### src/rtl/sad_search_engine_if.sv
// Row-beat stream into the SAD engine: one current-block row and one candidate row per beat,
// transferred on a clock edge where i_valid and o_ready are both high.
interface sad_search_engine_if #(
  parameter int PIX_W = 8,
  parameter int BLK   = 16
);
  logic               i_valid;
  logic               o_ready;
  logic [BLK*PIX_W-1:0] i_cur_row;
  logic [BLK*PIX_W-1:0] i_ref_row;

  modport master (output i_valid, output i_cur_row, output i_ref_row, input o_ready);
  modport slave  (input i_valid, input i_cur_row, input i_ref_row, output o_ready);
endinterface

### src/rtl/sad_search_engine.sv
// Block-matching SAD engine: |cur-ref| -> row adder tree -> accumulator pipeline,
// one SAD per candidate block, with a running minimum-SAD tracker over a search.
//
// state  | meaning
// IDLE   | waiting for i_start; row beats ignored
// ACCUM  | accepting row beats, counting rows and candidates
// DRAIN  | last beat taken, waiting for the final SAD to leave the pipeline
// DONE   | one-cycle o_done, best outputs final
module sad_search_engine #(
  parameter  int PIX_W  = 8,
  parameter  int BLK    = 16,
  parameter  int CAND_W = 8,
  localparam int LOG_B  = $clog2(BLK),
  localparam int SUM_W  = PIX_W + LOG_B,
  localparam int ACC_W  = PIX_W + 2*LOG_B
) (
  input  logic               clk,
  input  logic               rst_n,
  input  logic               i_start,
  input  logic [CAND_W-1:0]  i_num_cand,
  sad_search_engine_if.slave i_row,
  output logic               o_sad_valid,
  output logic [ACC_W-1:0]   o_sad,
  output logic [CAND_W-1:0]  o_sad_idx,
  output logic               o_done,
  output logic [ACC_W-1:0]   o_best_sad,
  output logic [CAND_W-1:0]  o_best_idx,
  output logic               o_busy
);

  typedef enum logic [1:0] {S_IDLE, S_ACCUM, S_DRAIN, S_DONE} state_t;

  localparam logic [LOG_B-1:0] ROW_LAST = LOG_B'(BLK-1);

  state_t              r_state, w_state_nxt;
  logic [LOG_B-1:0]    r_row;
  logic [CAND_W-1:0]   r_cand;
  logic [CAND_W-1:0]   r_last_idx;

  logic                w_accept;
  logic                w_row_last;
  logic                w_cand_last;
  logic                w_start_ok;

  logic                r_s1_valid, r_s1_first, r_s1_last;
  logic [CAND_W-1:0]   r_s1_cand;
  logic [BLK*PIX_W-1:0] r_s1_diff;
  logic [BLK*PIX_W-1:0] w_diff;

  logic                r_s2_valid, r_s2_first, r_s2_last;
  logic [CAND_W-1:0]   r_s2_cand;
  logic [SUM_W-1:0]    r_s2_sum;
  logic [SUM_W-1:0]    w_row_sum;

  logic [ACC_W-1:0]    r_acc;
  logic [ACC_W-1:0]    w_acc_nxt;

  assign w_start_ok  = (r_state == S_IDLE) && i_start;
  assign w_accept    = (r_state == S_ACCUM) && i_row.i_valid;
  assign w_row_last  = (r_row == ROW_LAST);
  assign w_cand_last = (r_cand == r_last_idx);

  assign i_row.o_ready = (r_state == S_ACCUM);
  assign o_busy        = (r_state != S_IDLE);
  assign o_done        = (r_state == S_DONE);

  always_ff @(posedge clk or negedge rst_n) begin
    if (!rst_n) r_state <= S_IDLE;
    else        r_state <= w_state_nxt;
  end

  // DRAIN ends on the SAD of the final candidate, not on any earlier candidate still in flight.
  always_comb begin
    w_state_nxt = r_state;
    case (r_state)
      S_IDLE:  if (i_start) w_state_nxt = S_ACCUM;
      S_ACCUM: if (w_accept && w_row_last && w_cand_last) w_state_nxt = S_DRAIN;
      S_DRAIN: if (o_sad_valid && (o_sad_idx == r_last_idx)) w_state_nxt = S_DONE;
      S_DONE:  w_state_nxt = S_IDLE;
      default: w_state_nxt = S_IDLE;
    endcase
  end

  always_ff @(posedge clk or negedge rst_n) begin
    if (!rst_n) begin
      r_row      <= '0;
      r_cand     <= '0;
      r_last_idx <= '0;
    end else if (w_start_ok) begin
      r_row      <= '0;
      r_cand     <= '0;
      r_last_idx <= (i_num_cand == '0) ? '0 : i_num_cand - CAND_W'(1);
    end else if (w_accept) begin
      if (w_row_last) begin
        r_row <= '0;
        if (!w_cand_last) r_cand <= r_cand + CAND_W'(1);
      end else begin
        r_row <= r_row + LOG_B'(1);
      end
    end
  end

  always_comb begin
    w_diff = '0;
    for (int k = 0; k < BLK; k++) begin
      if (i_row.i_cur_row[PIX_W*k +: PIX_W] >= i_row.i_ref_row[PIX_W*k +: PIX_W])
        w_diff[PIX_W*k +: PIX_W] = i_row.i_cur_row[PIX_W*k +: PIX_W] - i_row.i_ref_row[PIX_W*k +: PIX_W];
      else
        w_diff[PIX_W*k +: PIX_W] = i_row.i_ref_row[PIX_W*k +: PIX_W] - i_row.i_cur_row[PIX_W*k +: PIX_W];
    end
  end

  always_comb begin
    w_row_sum = '0;
    for (int k = 0; k < BLK; k++)
      w_row_sum = w_row_sum + SUM_W'(r_s1_diff[PIX_W*k +: PIX_W]);
  end

  assign w_acc_nxt = r_s2_first ? ACC_W'(r_s2_sum) : r_acc + ACC_W'(r_s2_sum);

  always_ff @(posedge clk or negedge rst_n) begin
    if (!rst_n) begin
      r_s1_valid <= 1'b0;
      r_s1_first <= 1'b0;
      r_s1_last  <= 1'b0;
      r_s1_cand  <= '0;
      r_s1_diff  <= '0;
      r_s2_valid <= 1'b0;
      r_s2_first <= 1'b0;
      r_s2_last  <= 1'b0;
      r_s2_cand  <= '0;
      r_s2_sum   <= '0;
    end else begin
      r_s1_valid <= w_accept;
      if (w_accept) begin
        r_s1_first <= (r_row == '0);
        r_s1_last  <= w_row_last;
        r_s1_cand  <= r_cand;
        r_s1_diff  <= w_diff;
      end
      r_s2_valid <= r_s1_valid;
      if (r_s1_valid) begin
        r_s2_first <= r_s1_first;
        r_s2_last  <= r_s1_last;
        r_s2_cand  <= r_s1_cand;
        r_s2_sum   <= w_row_sum;
      end
    end
  end

  // Strict less-than keeps the lowest index on ties; candidate 0 seeds the tracker unconditionally.
  always_ff @(posedge clk or negedge rst_n) begin
    if (!rst_n) begin
      r_acc       <= '0;
      o_sad_valid <= 1'b0;
      o_sad       <= '0;
      o_sad_idx   <= '0;
      o_best_sad  <= '1;
      o_best_idx  <= '0;
    end else begin
      o_sad_valid <= r_s2_valid && r_s2_last;
      if (w_start_ok) begin
        o_best_sad <= '1;
        o_best_idx <= '0;
      end else if (r_s2_valid && r_s2_last) begin
        if ((r_s2_cand == '0) || (w_acc_nxt < o_best_sad)) begin
          o_best_sad <= w_acc_nxt;
          o_best_idx <= r_s2_cand;
        end
      end
      if (r_s2_valid) r_acc <= w_acc_nxt;
      if (r_s2_valid && r_s2_last) begin
        o_sad     <= w_acc_nxt;
        o_sad_idx <= r_s2_cand;
      end
    end
  end

endmodule

### src/flat_wrapper.sv
// flat-port wrapper written by rule: the top's interface ports become plain ports
module sad_search_engine_flat 
#(
  parameter  int PIX_W  = 8,
  parameter  int BLK    = 16,
  parameter  int CAND_W = 8,
  localparam int LOG_B  = $clog2(BLK),
  localparam int SUM_W  = PIX_W + LOG_B,
  localparam int ACC_W  = PIX_W + 2*LOG_B
)
  (clk, rst_n, i_start, i_num_cand, o_sad_valid, o_sad, o_sad_idx, o_done, o_best_sad, o_best_idx, o_busy, i_row_i_valid, i_row_i_cur_row, i_row_i_ref_row, i_row_o_ready);
  sad_search_engine_if #(.PIX_W(PIX_W), .BLK(BLK)) i_row_i ();
  input  logic clk;
  input  logic rst_n;
  input  logic i_start;
  input  logic [CAND_W-1:0] i_num_cand;
  output logic o_sad_valid;
  output logic [ACC_W-1:0] o_sad;
  output logic [CAND_W-1:0] o_sad_idx;
  output logic o_done;
  output logic [ACC_W-1:0] o_best_sad;
  output logic [CAND_W-1:0] o_best_idx;
  output logic o_busy;
  input wire logic [$bits(i_row_i.i_valid)-1:0] i_row_i_valid;
  input wire logic [$bits(i_row_i.i_cur_row)-1:0] i_row_i_cur_row;
  input wire logic [$bits(i_row_i.i_ref_row)-1:0] i_row_i_ref_row;
  output wire logic [$bits(i_row_i.o_ready)-1:0] i_row_o_ready;
  assign i_row_i.i_valid = i_row_i_valid;
  assign i_row_i.i_cur_row = i_row_i_cur_row;
  assign i_row_i.i_ref_row = i_row_i_ref_row;
  assign i_row_o_ready = i_row_i.o_ready;
  sad_search_engine #(.PIX_W(PIX_W), .BLK(BLK), .CAND_W(CAND_W)) u_core (.clk(clk), .rst_n(rst_n), .i_start(i_start), .i_num_cand(i_num_cand), .i_row(i_row_i), .o_sad_valid(o_sad_valid), .o_sad(o_sad), .o_sad_idx(o_sad_idx), .o_done(o_done), .o_best_sad(o_best_sad), .o_best_idx(o_best_idx), .o_busy(o_busy));
endmodule
### config.mk
export PLATFORM = sky130hd
export DESIGN_NAME = sad_search_engine_flat
export DESIGN_NICKNAME = d
export VERILOG_FILES = /design/src/rtl/sad_search_engine_if.sv /design/src/rtl/sad_search_engine.sv /design/src/flat_wrapper.sv
export SDC_FILE = /design/constraint.sdc
export NUM_CORES = 1
export LEC_CHECK = 0
export BUFFER_PORTS_ARGS = -buffer_cell sky130_fd_sc_hd__buf_2
export CORE_MARGIN = 10
export CORE_UTILIZATION = 50
export DETAILED_ROUTE_END_ITERATION = 12
export PLACE_DENSITY = 0.73
export SYNTH_ARGS = -nofsm -noshare
export SYNTH_HDL_FRONTEND = slang
export SYNTH_SLANG_ARGS = --single-unit
### constraint.sdc
create_clock -name clk -period 5.5 [get_ports clk]
set_clock_uncertainty 0.1 [all_clocks]
set_input_delay 0.55 -clock clk [delete_from_list [all_inputs] [get_ports clk]]
set_output_delay 0.55 -clock clk [all_outputs]
set_load 0.01 [all_outputs]
== Word level (Yosys, flattened, before mapping) ==
Index checks and enable logic that the tools add are counted.

* Bits in registers: 249
* Bits in latches: 0
* RAM bits: 0
* ROM bits: 0
* Input bits: 268
* Memories: 0

* Add/subtract/negate cells: 51
* Multipliers: 0
* Divide/modulo/power cells: 0
* Order comparisons: 17
* Eq/ne operators: 10
* Shift-type cells: 0
* Mux-type cells: 35
* Bitwise operators: 0
* Reductions and logical operators: 19

{| class="wikitable"
|+ Operator list
! operator !! count
|-
| $sub 8x8->8 || 32
|-
| $mux 8 || 24
|-
| $add 12x8->12 || 14
|-
| $ge 8x8->1 || 16
|-
| $mux 16 || 4
|-
| $add 16x12->16 || 1
|-
| $eq 8x8->1 || 2
|-
| $logic_not 8->1 || 2
|-
| $lt 16x16->1 || 1
|-
| $mux 4 || 3
|-
| $reduce_bool 2->1 || 5
|-
| $add 8x8->9 || 1
|-
| $add 8x1->8 const B || 1
|-
| $pmux 2 s4 || 1
|-
| $sub 8x1->8 const B || 1
|-
| $logic_and 1x1->1 || 6
|-
| $mux 2 || 3
|-
| $reduce_and 3->1 || 2
|-
| $add 4x1->4 const B || 1
|-
| $eq 2x2->1 const B || 2
|-
| $eq 4x4->1 const B || 1
|-
| $logic_not 4->1 || 1
|-
| $ne 2x1->1 const B || 2
|-
| $ne 2x2->1 const B || 2
|-
| 4 further kinds || 4
|}

== Logic depth before layout (Yosys ltp) ==
Gate-level depths: netlist (run 1).

* Depth after elaboration: 15
* Depth in mapped cells: 27
* Mapped depth without buffers: 27

== Worst setup path after synthesis (run 1) ==
Ideal clock, no wire load.

* Kind: reg2reg
* Start: reg u_core.r_s1_diff[0]
* End: reg u_core.r_s2_sum[11]
* Library setup time: 0.125 ns
* Arrival: 5.758 ns
* Required time: 5.275 ns
* Setup slack: -0.482 ns
* Cell stages (with the launch flop): 27
* Clock period less this slack: 5.982 ns
* Cells stage by stage: dfrtp_1 -> ha_1 -> inv_1 -> fa_1 -> nor2b_1 -> o21ai_0 -> a21boi_0 -> o21ai_0 -> nand2b_1 -> xor2_1 -> fa_1 -> inv_1 -> fa_1 -> fa_1 -> fa_1 -> inv_1 -> fa_1 -> inv_1 -> fa_1 -> inv_1 -> ha_1 -> nand2_1 -> o211ai_1 -> a31o_2 -> a21oi_1 -> xnor2_1 -> mux2_2

* Longest elaborated chain between the ends: 15

{| class="wikitable"
|+ RTL lines
! what !! RTL line !! text
|-
| from (decl) || sad_search_engine.sv:47 || <nowiki>logic [BLK*PIX_W-1:0] r_s1_diff;</nowiki>
|-
| from (signal assigned) || sad_search_engine.sv:139 || <nowiki>r_s1_diff <= w_diff;</nowiki>
|-
| $add 8x8->9 || sad_search_engine.sv:116 || <nowiki>w_row_sum = w_row_sum + SUM_W'(r_s1_diff[PIX_W*k +: PIX_W]);</nowiki>
|-
| $add 12x8->12 (14 in a row) || sad_search_engine.sv:116 ||
|-
| to (signal assigned) || sad_search_engine.sv:146 || <nowiki>r_s2_sum <= w_row_sum;</nowiki>
|-
| to (decl) || sad_search_engine.sv:52 || <nowiki>logic [SUM_W-1:0] r_s2_sum;</nowiki>
|}

Every way passes these cells.
A chain may end at the register's enable or synchronous reset.

== Worst setup path in the final report (run 1) ==
Same ends and word-level chain as after synthesis.

==> flow_metrics.env, run 1 <==
export IMPL_status="finished with violations"
export IMPL_violations="setup timing"
export IMPL_synth_edf_count=0
export IMPL_die_area_mm2=0.0577
export IMPL_fmax_ghz=0.161
export IMPL_rows=80
export IMPL_fin_nets=3724
export IMPL_grt_max_degree=165
export IMPL_synthTopCellsByArea="dfrtp_1 24%, ha_1 16%, fa_1 11%, inv_1 6.9%, mux2i_1 5.0%"
export IMPL_crit_arrival_ns=6.54
export IMPL_area_growth_pct=14.5
export IMPL_ys_seq_area_frac=0.258
export IMPL_wl_um=62200
export IMPL_synth_area_per_cell_um2=8.97
export IMPL_syn_nets=3413
export IMPL_fp_dieW_um=240
export IMPL_async_flop_share=1.00
export IMPL_clk_latency_ns=0.57
export IMPL_cp_common_cell="fa_1"
export IMPL_yosys_cell_types_count=74
export IMPL_htreeDepth=1
export IMPL_antenna_left=0
export IMPL_pin_count=320
export IMPL_wire_per_inst_um=17.0
export IMPL_initial_core_util=0.507
export IMPL_die_h_um=240
export IMPL_synthTopCellsByCount="448 x inv_1, 304 x ha_1, 257 x nand2_1, 233 x dfrtp_1, 199 x o21ai_0"
export IMPL_slowest_delay_ns=0.54
export IMPL_clock_root_buffer="clkbuf_16"
export IMPL_setup_viol=8
export IMPL_synth_top_area_frac=0.240
export IMPL_drive_above_1_share=0.178
export IMPL_clockBufferDepth=3
export IMPL_yosys_most_used_dff="dfrtp_1"
export IMPL_clock_sinks=249
export IMPL_port_buffers=319
export IMPL_overflow=0
export IMPL_fill_cells=4213
export IMPL_yosysWarnings=0
export IMPL_fin_cells=3655
export IMPL_synth_top_family_by_area="adder cells"
export IMPL_cts_buffers=28
export IMPL_synthesis_instances=2706
export IMPL_fin_crit_ns=6.19
export IMPL_worst_pin_slew_ns=1.05
export IMPL_path_max_fanout=4
export IMPL_ys_ff_latch=249
export IMPL_period_share=1.13
export IMPL_gp_congestion=0.905
export IMPL_critPathSlowestCell="fa_1"
export IMPL_synth_mux_area_frac=0.0731
export IMPL_grt_pass1_vias=20575
export IMPL_synth_compound_area_share=0.147
export IMPL_crit_required_ns=5.84
export IMPL_slew_headroom=0.301
export IMPL_viasPerCell=5.38
export IMPL_drcViolationCount=0
export IMPL_antenna_found_initial=1
export IMPL_synthXorXnorAreaFrac=0.0502
export IMPL_clk_pin_slew_ns=0.06
export IMPL_finalHoldViolations=0
export IMPL_yosys_cell_count_top_type="inv_1"
export IMPL_cts_tree="built"
export IMPL_maxCapViolCount=0
export IMPL_crit_type="reg2reg"
export IMPL_hold_class="in2reg"
export IMPL_endpoint_kind="register"
export IMPL_hpwlAfterDp_um=51200
export IMPL_drt_initial_drc_count=1089
export IMPL_gr_usage_all_layers=0.213
export IMPL_rsz0062_at_grt="true"
export IMPL_synth_simple_area_share=0.121
export IMPL_vias=19660
export IMPL_dr_pass1_iters=5
export IMPL_report_final_slew_viol_count=0
export IMPL_synthAdderAreaFrac=0.268
export IMPL_core_mm2=0.0478
export IMPL_startpoint_type="register"
export IMPL_grt_pass1_wl_um=102000
export IMPL_setup_ws_ns=-0.694
export IMPL_synth_top_cell_by_area="dfrtp_1"
export IMPL_placedCellCount=3592
export IMPL_synth_area_mm2=0.0243
state kept, by name (all words and copies together), names as in the netlist, 8 cells and up:
signal and count:
u_core.o_sad_idx 8, u_core.o_best_idx 8, u_core.r_s2_cand 8, u_core.r_cand 8, u_core.r_last_idx 8, u_core.o_best_sad 16, u_core.r_s1_diff 128, u_core.r_s2_sum 12
u_core.o_sad 16, u_core.r_s1_cand 8, u_core.r_acc 16
metal layers:
layer	up-vias	wire length, um	part of all wire	global-route usage
met5	-	13	0.00021	0
met1	9530	26500	0.43	0.262
met2	375	31700	0.51	0.388
met3	89	2570	0.041	0.0306
li1	9664	-	-	-
met4	2	1360	0.022	0.0479
worst paths after layout:
check,start,slack (ns),end,depth (start not counted)
max reg2reg,u_core.r_s1_diff[0],-0.69,u_core.r_s2_sum[11],26
max in group asynchronous,rst_n,3.53,u_core.r_s1_diff[23],3
min reg2reg,u_core.r_s1_last,0.38,u_core.r_s1_last,2
max,u_core.r_s1_diff[0],-0.69,u_core.r_s2_sum[11],26
min in group asynchronous,rst_n,0.48,u_core.r_s1_diff[116],2
min,i_num_cand[0],0.11,u_core.r_last_idx[0],2
area by class of cell:
type	instances	area (um2)	area share
Clock buffer	37	764	0.0275
Inverter	449	1690	0.0607
Antenna cell	1	2.50	0.0000901
Sequential cell	249	6250	0.225
Timing Repair Buffer	356	1910	0.0686
Multi-Input combinational cell	1933	16100	0.581
Clock inverter	15	255	0.00919
Tap cell	615	769	0.0277
critical path, delay by kind of cell, from the launching register on:
kind	cells	cell delay [ns]
AO/OA/AOI/OAI	6	0.85
buffers and inverters	5	0.22
flip-flops	1	0.39
multiplexers	1	0.26
adder cells (fa/ha/maj)	9	3.76
XOR/XNOR	2	0.22
AND/OR/NAND/NOR	3	0.29
metrics by stage:
| stage | hold slack, ns | utilization | setup slack (ns) | TNS [ns] | area (um2) |
|---|---|---|---|---|---|
| after global routing | 0.124 | 0.581 | -0.908 | -5.26 | 27800 |
| after detailed placement | 0.361 | 0.556 | -0.630 | -2.67 | 26600 |
| after global placement | 0.356 | 0.556 | -0.534 | -2.20 | 26600 |
| after CTS | 0.0955 | 0.579 | -0.634 | -3.44 | 27700 |
| final | 0.112 | 0.581 | -0.694 | -3.78 | 27800 |
| after floorplan | 0.154 | - | -0.285 | -0.956 | 24300 |
logic make-up (layout without fill, tap and decap cells):
group	after synthesis	count (layout)
compound gates	563	563
xor+xnor	139	139
fa+ha+maj	439	439
buf+inv	524	857
flops	249	249
mux	171	171
other cells	0	1
simple gates	621	621
placed cells by master (no fill, tap or decap), types with 38 or more instances in the layout:
master	count
a21o_1	38
a21oi_1	128
buf_2	318
dfrtp_1	233
fa_1	131
ha_1	298
inv_1	443
mux2_2	47
mux2i_1	122
nand2_1	255
nor2_1	105
nor3_1	43
o21ai_0	195
xnor2_1	92
xor2_1	46
timing repair:
action | in CTS | in global routing
pin swaps | 18 | 24
resized for setup | 8 | 13
setup buffers | 5 | 4
endpoints found under the hold margin | 85 | 0
setup endpoints to repair | 8 | 9
hold buffers | 1 | 0
Power of run 1 is not shown: default switching activity piles up to over one toggle a cycle in this logic, so the estimate is an artifact.
==> run 2: changes to the inputs <==
SETUP_SLACK_MARGIN = 0.3   (was unset)
==> flow_metrics.env, run 2 (same netlist as run 1, synthesis figures left out) <==
export IMPL_startpoint_type="register"
export IMPL_placedCellCount=3595
export IMPL_path_max_fanout=2
export IMPL_viasPerCell=5.39
export IMPL_maxCapViolCount=0
export IMPL_dr_pass1_iters=5
export IMPL_cp_common_cell="fa_1"
export IMPL_cts_tree="built"
export IMPL_drcViolationCount=0
export IMPL_overflow=0
export IMPL_antenna_left=0
export IMPL_slowest_delay_ns=0.55
export IMPL_fmax_ghz=0.162
export IMPL_worst_pin_slew_ns=1.07
export IMPL_period_share=1.12
export IMPL_hpwlAfterDp_um=51400
export IMPL_setup_viol=8
export IMPL_crit_chain="ha_2 > inv_2 > fa_2 > buf_4 > buf_4 > xnor2_2 > fa_1 > inv_2 > fa_1 > fa_2 > fa_1 > fa_1 > inv_1 > fa_1 > ha_2 > inv_2 > fa_2 > nor2b_2 > o21ai_1 > nand2b_1 > a21o_1 > a21oi_1 > xnor2_1 > mux2_2"
export IMPL_hold_class="in2reg"
export IMPL_grt_most_used_layer="met2"
export IMPL_grt_max_degree=118
export IMPL_slew_headroom=0.286
export IMPL_core_mm2=0.0478
export IMPL_clockBufferDepth=3
export IMPL_final_common_cell="inv_1"
export IMPL_fin_crit_ns=6.17
export IMPL_endpoint_kind="register"
export IMPL_pre_cts_ws_ns=-0.593
export IMPL_grt_pass1_vias=20784
export IMPL_area_growth_pct=14.1
export IMPL_largest_reg_flops=128
export IMPL_rows=80
export IMPL_grt_pass1_wl_um=102000
export IMPL_die_area_mm2=0.0577
export IMPL_met1_usage=0.258
export IMPL_fin_nets=3727
export IMPL_mostFrequentLayoutCells="443 x inv_1, 318 x buf_2, 299 x ha_1, 255 x nand2_1, 233 x dfrtp_1"
export IMPL_setup_ws_ns=-0.667
export IMPL_rsz0062_at_grt="true"
export IMPL_critPathSlowestCell="fa_2"
export IMPL_clk_pin_slew_ns=0.06
export IMPL_grtUsageMet3=0.0314
export IMPL_clock_sinks=249
export IMPL_port_buffers=319
export IMPL_clk_latency_ns=0.56
export IMPL_wire_per_inst_um=17.0
export IMPL_pin_count=320
export IMPL_crit_arrival_ns=6.51
export IMPL_initial_core_util=0.507
export IMPL_violations="setup timing"
export IMPL_final_core_util=0.579
export IMPL_drt_initial_drc_count=982
export IMPL_finalHoldViolations=0
export IMPL_gr_usage_all_layers=0.213
export IMPL_gp_congestion=0.899
export IMPL_fp_dieW_um=240
export IMPL_drive_above_1_share=0.177
export IMPL_crit_type="reg2reg"
export IMPL_cts_buffers=29
export IMPL_die_h_um=240
export IMPL_crit_required_ns=5.85
export IMPL_report_final_slew_viol_count=0
export IMPL_grt_met2_usage=0.386
export IMPL_critical_path_top_delay_family="adder cells"
export IMPL_clock_root_buffer="clkbuf_16"
export IMPL_wl_um=62100
export IMPL_antenna_found_initial=0
export IMPL_status="finished with violations"
export IMPL_htreeDepth=1
export IMPL_max_flop_register="u_core.r_s1_diff"
export IMPL_vias=19719
export IMPL_path_buf_inv=6
export IMPL_fin_cells=3658
export IMPL_num_antenna_cells=0
run 2: worst paths after layout:
check / from / endpoint / slack (ns) / depth (start not counted)
min in group asynchronous: rst_n / u_core.r_s1_diff[121] / 0.55 / 2
min reg2reg: u_core.r_s1_cand[7] / u_core.r_s1_cand[7] / 0.37 / 2
min: i_num_cand[0] / u_core.r_last_idx[0] / 0.13 / 2
max reg2reg: u_core.r_s1_diff[0] / u_core.r_s2_sum[8] / -0.67 / 24
max in group asynchronous: rst_n / u_core.r_s1_diff[80] / 3.45 / 3
max: u_core.r_s1_diff[0] / u_core.r_s2_sum[8] / -0.67 / 24
run 2: cell type report:
class | instances | area [um2]
Fill cell | 4270 | 20200
Multi-Input combinational cell | 1933 | 16100
Sequential cell | 249 | 6250
Timing Repair Buffer | 358 | 1920
Inverter | 449 | 1690
Clock buffer | 42 | 805
Tap cell | 615 | 769
Clock inverter | 12 | 150
run 2: metal layers:
metal	up-vias	wire, um
met5	-	0
met4	0	1520
met3	99	2840
met2	438	31500
met1	9518	26200
li1	9664	-
run 2: repair_timing:
item                       4_1_cts  5_1_grt
hold buffers                     1        0
pin swaps                       11        8
setup buffers                    5        3
gates resized for setup          8        7
hold endpoints to repair        86        0
setup endpoints to repair        9       10
run 2: stage by stage:
| step | TNS (ns) | area, um2 | hold slack, ns |
|---|---|---|---|
| after detailed placement | -2.76 | 26600 | 0.361 |
| after global placement | -2.21 | 26600 | 0.354 |
| final | -4.15 | 27700 | 0.129 |
| after CTS | -3.53 | 27600 | 0.112 |
| after floorplan | -0.956 | 24300 | 0.154 |
| after global routing | -6.16 | 27700 | 0.119 |
Power of run 2 is left out for the same reason.
==> run 3: changes to the inputs <==
CORE_UTILIZATION = 54   (was 50)
PLACE_DENSITY = 0.78   (was 0.73)
RECOVER_POWER = 100   (was unset)
SLEW_MARGIN = 5   (was unset)
==> flow_metrics.env, run 3 (same netlist as run 1, synthesis figures left out) <==
export IMPL_cts_buffers=28
export IMPL_core_mm2=0.0443
export IMPL_port_buffers=319
export IMPL_dr_pass1_iters=5
export IMPL_gp_congestion=0.908
export IMPL_crit_arrival_ns=6.45
export IMPL_final_common_cell="inv_1"
export IMPL_r2r_end="u_core.r_s2_sum[8]"
export IMPL_initial_core_util=0.547
export IMPL_num_antenna_cells=0
export IMPL_violations="capacitance limit, slew limit, setup timing"
export IMPL_crit_type="reg2reg"
export IMPL_worstRegToRegCells=25
export IMPL_clock_sinks=249
export IMPL_overflow=0
export IMPL_drt_initial_drc_count=1042
export IMPL_gr_usage_all_layers=0.224
export IMPL_fin_nets=3722
export IMPL_antenna_left=0
export IMPL_r2r_slack_ns=-0.62
export IMPL_hold_path_cell_count=2
export IMPL_antenna_found_initial=0
export IMPL_htreeDepth=1
export IMPL_placedCellCount=3571
export IMPL_slew_headroom=-1.54
export IMPL_report_final_slew_viol_count=391
export IMPL_finalHoldViolations=0
export IMPL_fmax_ghz=0.163
export IMPL_hold_class="in2reg"
export IMPL_wl_met1_um=26600
export IMPL_hold_slack_ns=0.126
export IMPL_hpwlAfterDp_um=50600
export IMPL_rsz0062_at_grt="true"
export IMPL_path_max_fanout=2
export IMPL_setup_viol=8
export IMPL_rows=77
export IMPL_startpoint_type="register"
export IMPL_hp_start="i_num_cand[0]"
export IMPL_setup_ws_ns=-0.616
export IMPL_grt_max_degree=179
export IMPL_period_share=1.11
export IMPL_maxCapViolCount=6
export IMPL_dr_max_layer_used="met4"
export IMPL_largest_reg_flops=128
export IMPL_worst_pin_slew_ns=3.81
export IMPL_cts_tree="built"
export IMPL_dr_wl_met3_um=2380
export IMPL_viasPerCell=5.46
export IMPL_fill_cells=3785
export IMPL_status="finished with violations"
export IMPL_fin_crit_ns=6.12
export IMPL_grt_pass1_vias=20576
export IMPL_final_area_mm2=0.0276
export IMPL_area_growth_pct=13.7
export IMPL_clock_root_buffer="clkbuf_16"
export IMPL_wl_um=61600
export IMPL_vias=19823
export IMPL_pin_count=320
export IMPL_mostFrequentLayoutCells="442 x inv_1, 299 x ha_1, 274 x buf_2, 257 x nand2_1, 233 x dfrtp_1"
export IMPL_drive_above_1_share=0.156
export IMPL_drcViolationCount=0
export IMPL_die_area_mm2=0.0538
export IMPL_clk_latency_ns=0.55
export IMPL_max_flop_register="u_core.r_s1_diff"
export IMPL_clk_pin_slew_ns=0.07
export IMPL_wire_per_inst_um=17.0
export IMPL_fin_cells=3629
export IMPL_worstReg2RegStart="u_core.r_s1_diff[0]"
export IMPL_fp_dieW_um=232
export IMPL_die_h_um=232
export IMPL_endpoint_kind="register"
export IMPL_hold_path_end="u_core.r_last_idx[0]"
export IMPL_clockBufferDepth=3
export IMPL_crit_required_ns=5.83
export IMPL_grt_pass1_wl_um=102000
export IMPL_wl_met2_um=31800
export IMPL_post_dp_cell_area_mm2=0.0266
run 3: changes by cell type in the layout (fill, tap and decap cells not counted), moves of 4 or more:
cell       delta
bufinv_16     +4
dfstp_1       +9
o21ai_0      +11
clkbuf_1     +42
o21ai_1       -8
clkbuf_2      +4
buf_4        -10
buf_2        -44
dfstp_2       -9
run 3: worst max path at each step:
| stage | endpoint | from | depth (start not counted) | slack, ns |
|---|---|---|---|---|
| after detailed placement | u_core.r_s2_sum[11] | u_core.r_s1_diff[0] | 27 | -0.64 |
| after CTS | u_core.r_s2_sum[11] | u_core.r_s1_diff[8] | 27 | -0.73 |
| final | u_core.r_s2_sum[8] | u_core.r_s1_diff[0] | 25 | -0.62 |
| after global routing | u_core.r_s2_sum[11] | u_core.r_s1_diff[1] | 25 | -0.83 |
| after global placement | u_core.r_s2_sum[10] | u_core.r_s1_diff[0] | 23 | -0.51 |
| after floorplan | u_core.r_s2_sum[10] | u_core.r_s1_diff[0] | 23 | -0.29 |
run 3: critical path, cell delays in order (launching register included):
cell	delay, ns
dfrtp_1	0.39
ha_4	0.16
inv_2	0.04
fa_2	0.34
buf_4	0.14
buf_4	0.13
xnor2_2	0.13
fa_1	0.47
inv_1	0.05
fa_1	0.56
fa_1	0.44
fa_1	0.46
fa_1	0.49
inv_1	0.05
fa_1	0.48
ha_2	0.19
inv_2	0.04
fa_2	0.36
nor2b_4	0.12
o21ai_1	0.06
nand2b_1	0.10
a21o_1	0.17
buf_6	0.12
a21oi_4	0.05
xnor2_2	0.13
mux2_4	0.25
run 3: what timing repair did:
item,4_1_cts,5_1_grt
buffers inserted,4,1
resized for setup,8,14
setup endpoints to repair,9,10
pin swaps,13,13
hold endpoints to repair,71,0
hold buffers,1,0
run 3: area by class of cell:
type / count / area [um2] / share of cell area
Multi-Input combinational cell: 1933 / 16100 / 0.583
Timing Repair Buffer: 354 / 1800 / 0.0652
Sequential cell: 249 / 6250 / 0.227
Clock buffer: 35 / 747 / 0.0271
Clock inverter: 17 / 287 / 0.0104
Inverter: 449 / 1690 / 0.0611
Tap cell: 592 / 741 / 0.0268
run 3: per-stage QoR:
step,util,setup TNS [ns],setup slack [ns]
CTS,0.625,-3.89,-0.725
finish,0.623,-3.40,-0.616
global placement,0.600,-2.35,-0.509
global route,0.623,-94.55,-0.835
floorplan,-,-0.956,-0.285
detailed placement,0.600,-2.91,-0.641
run 3: per-layer routing:
layer	vias up	GRT usage
li1	9657	-
met1	9672	0.278
met2	435	0.415
met3	59	0.0258
met4	0	0.0329
met5	-	0
Power of run 3 is left out for the same reason.
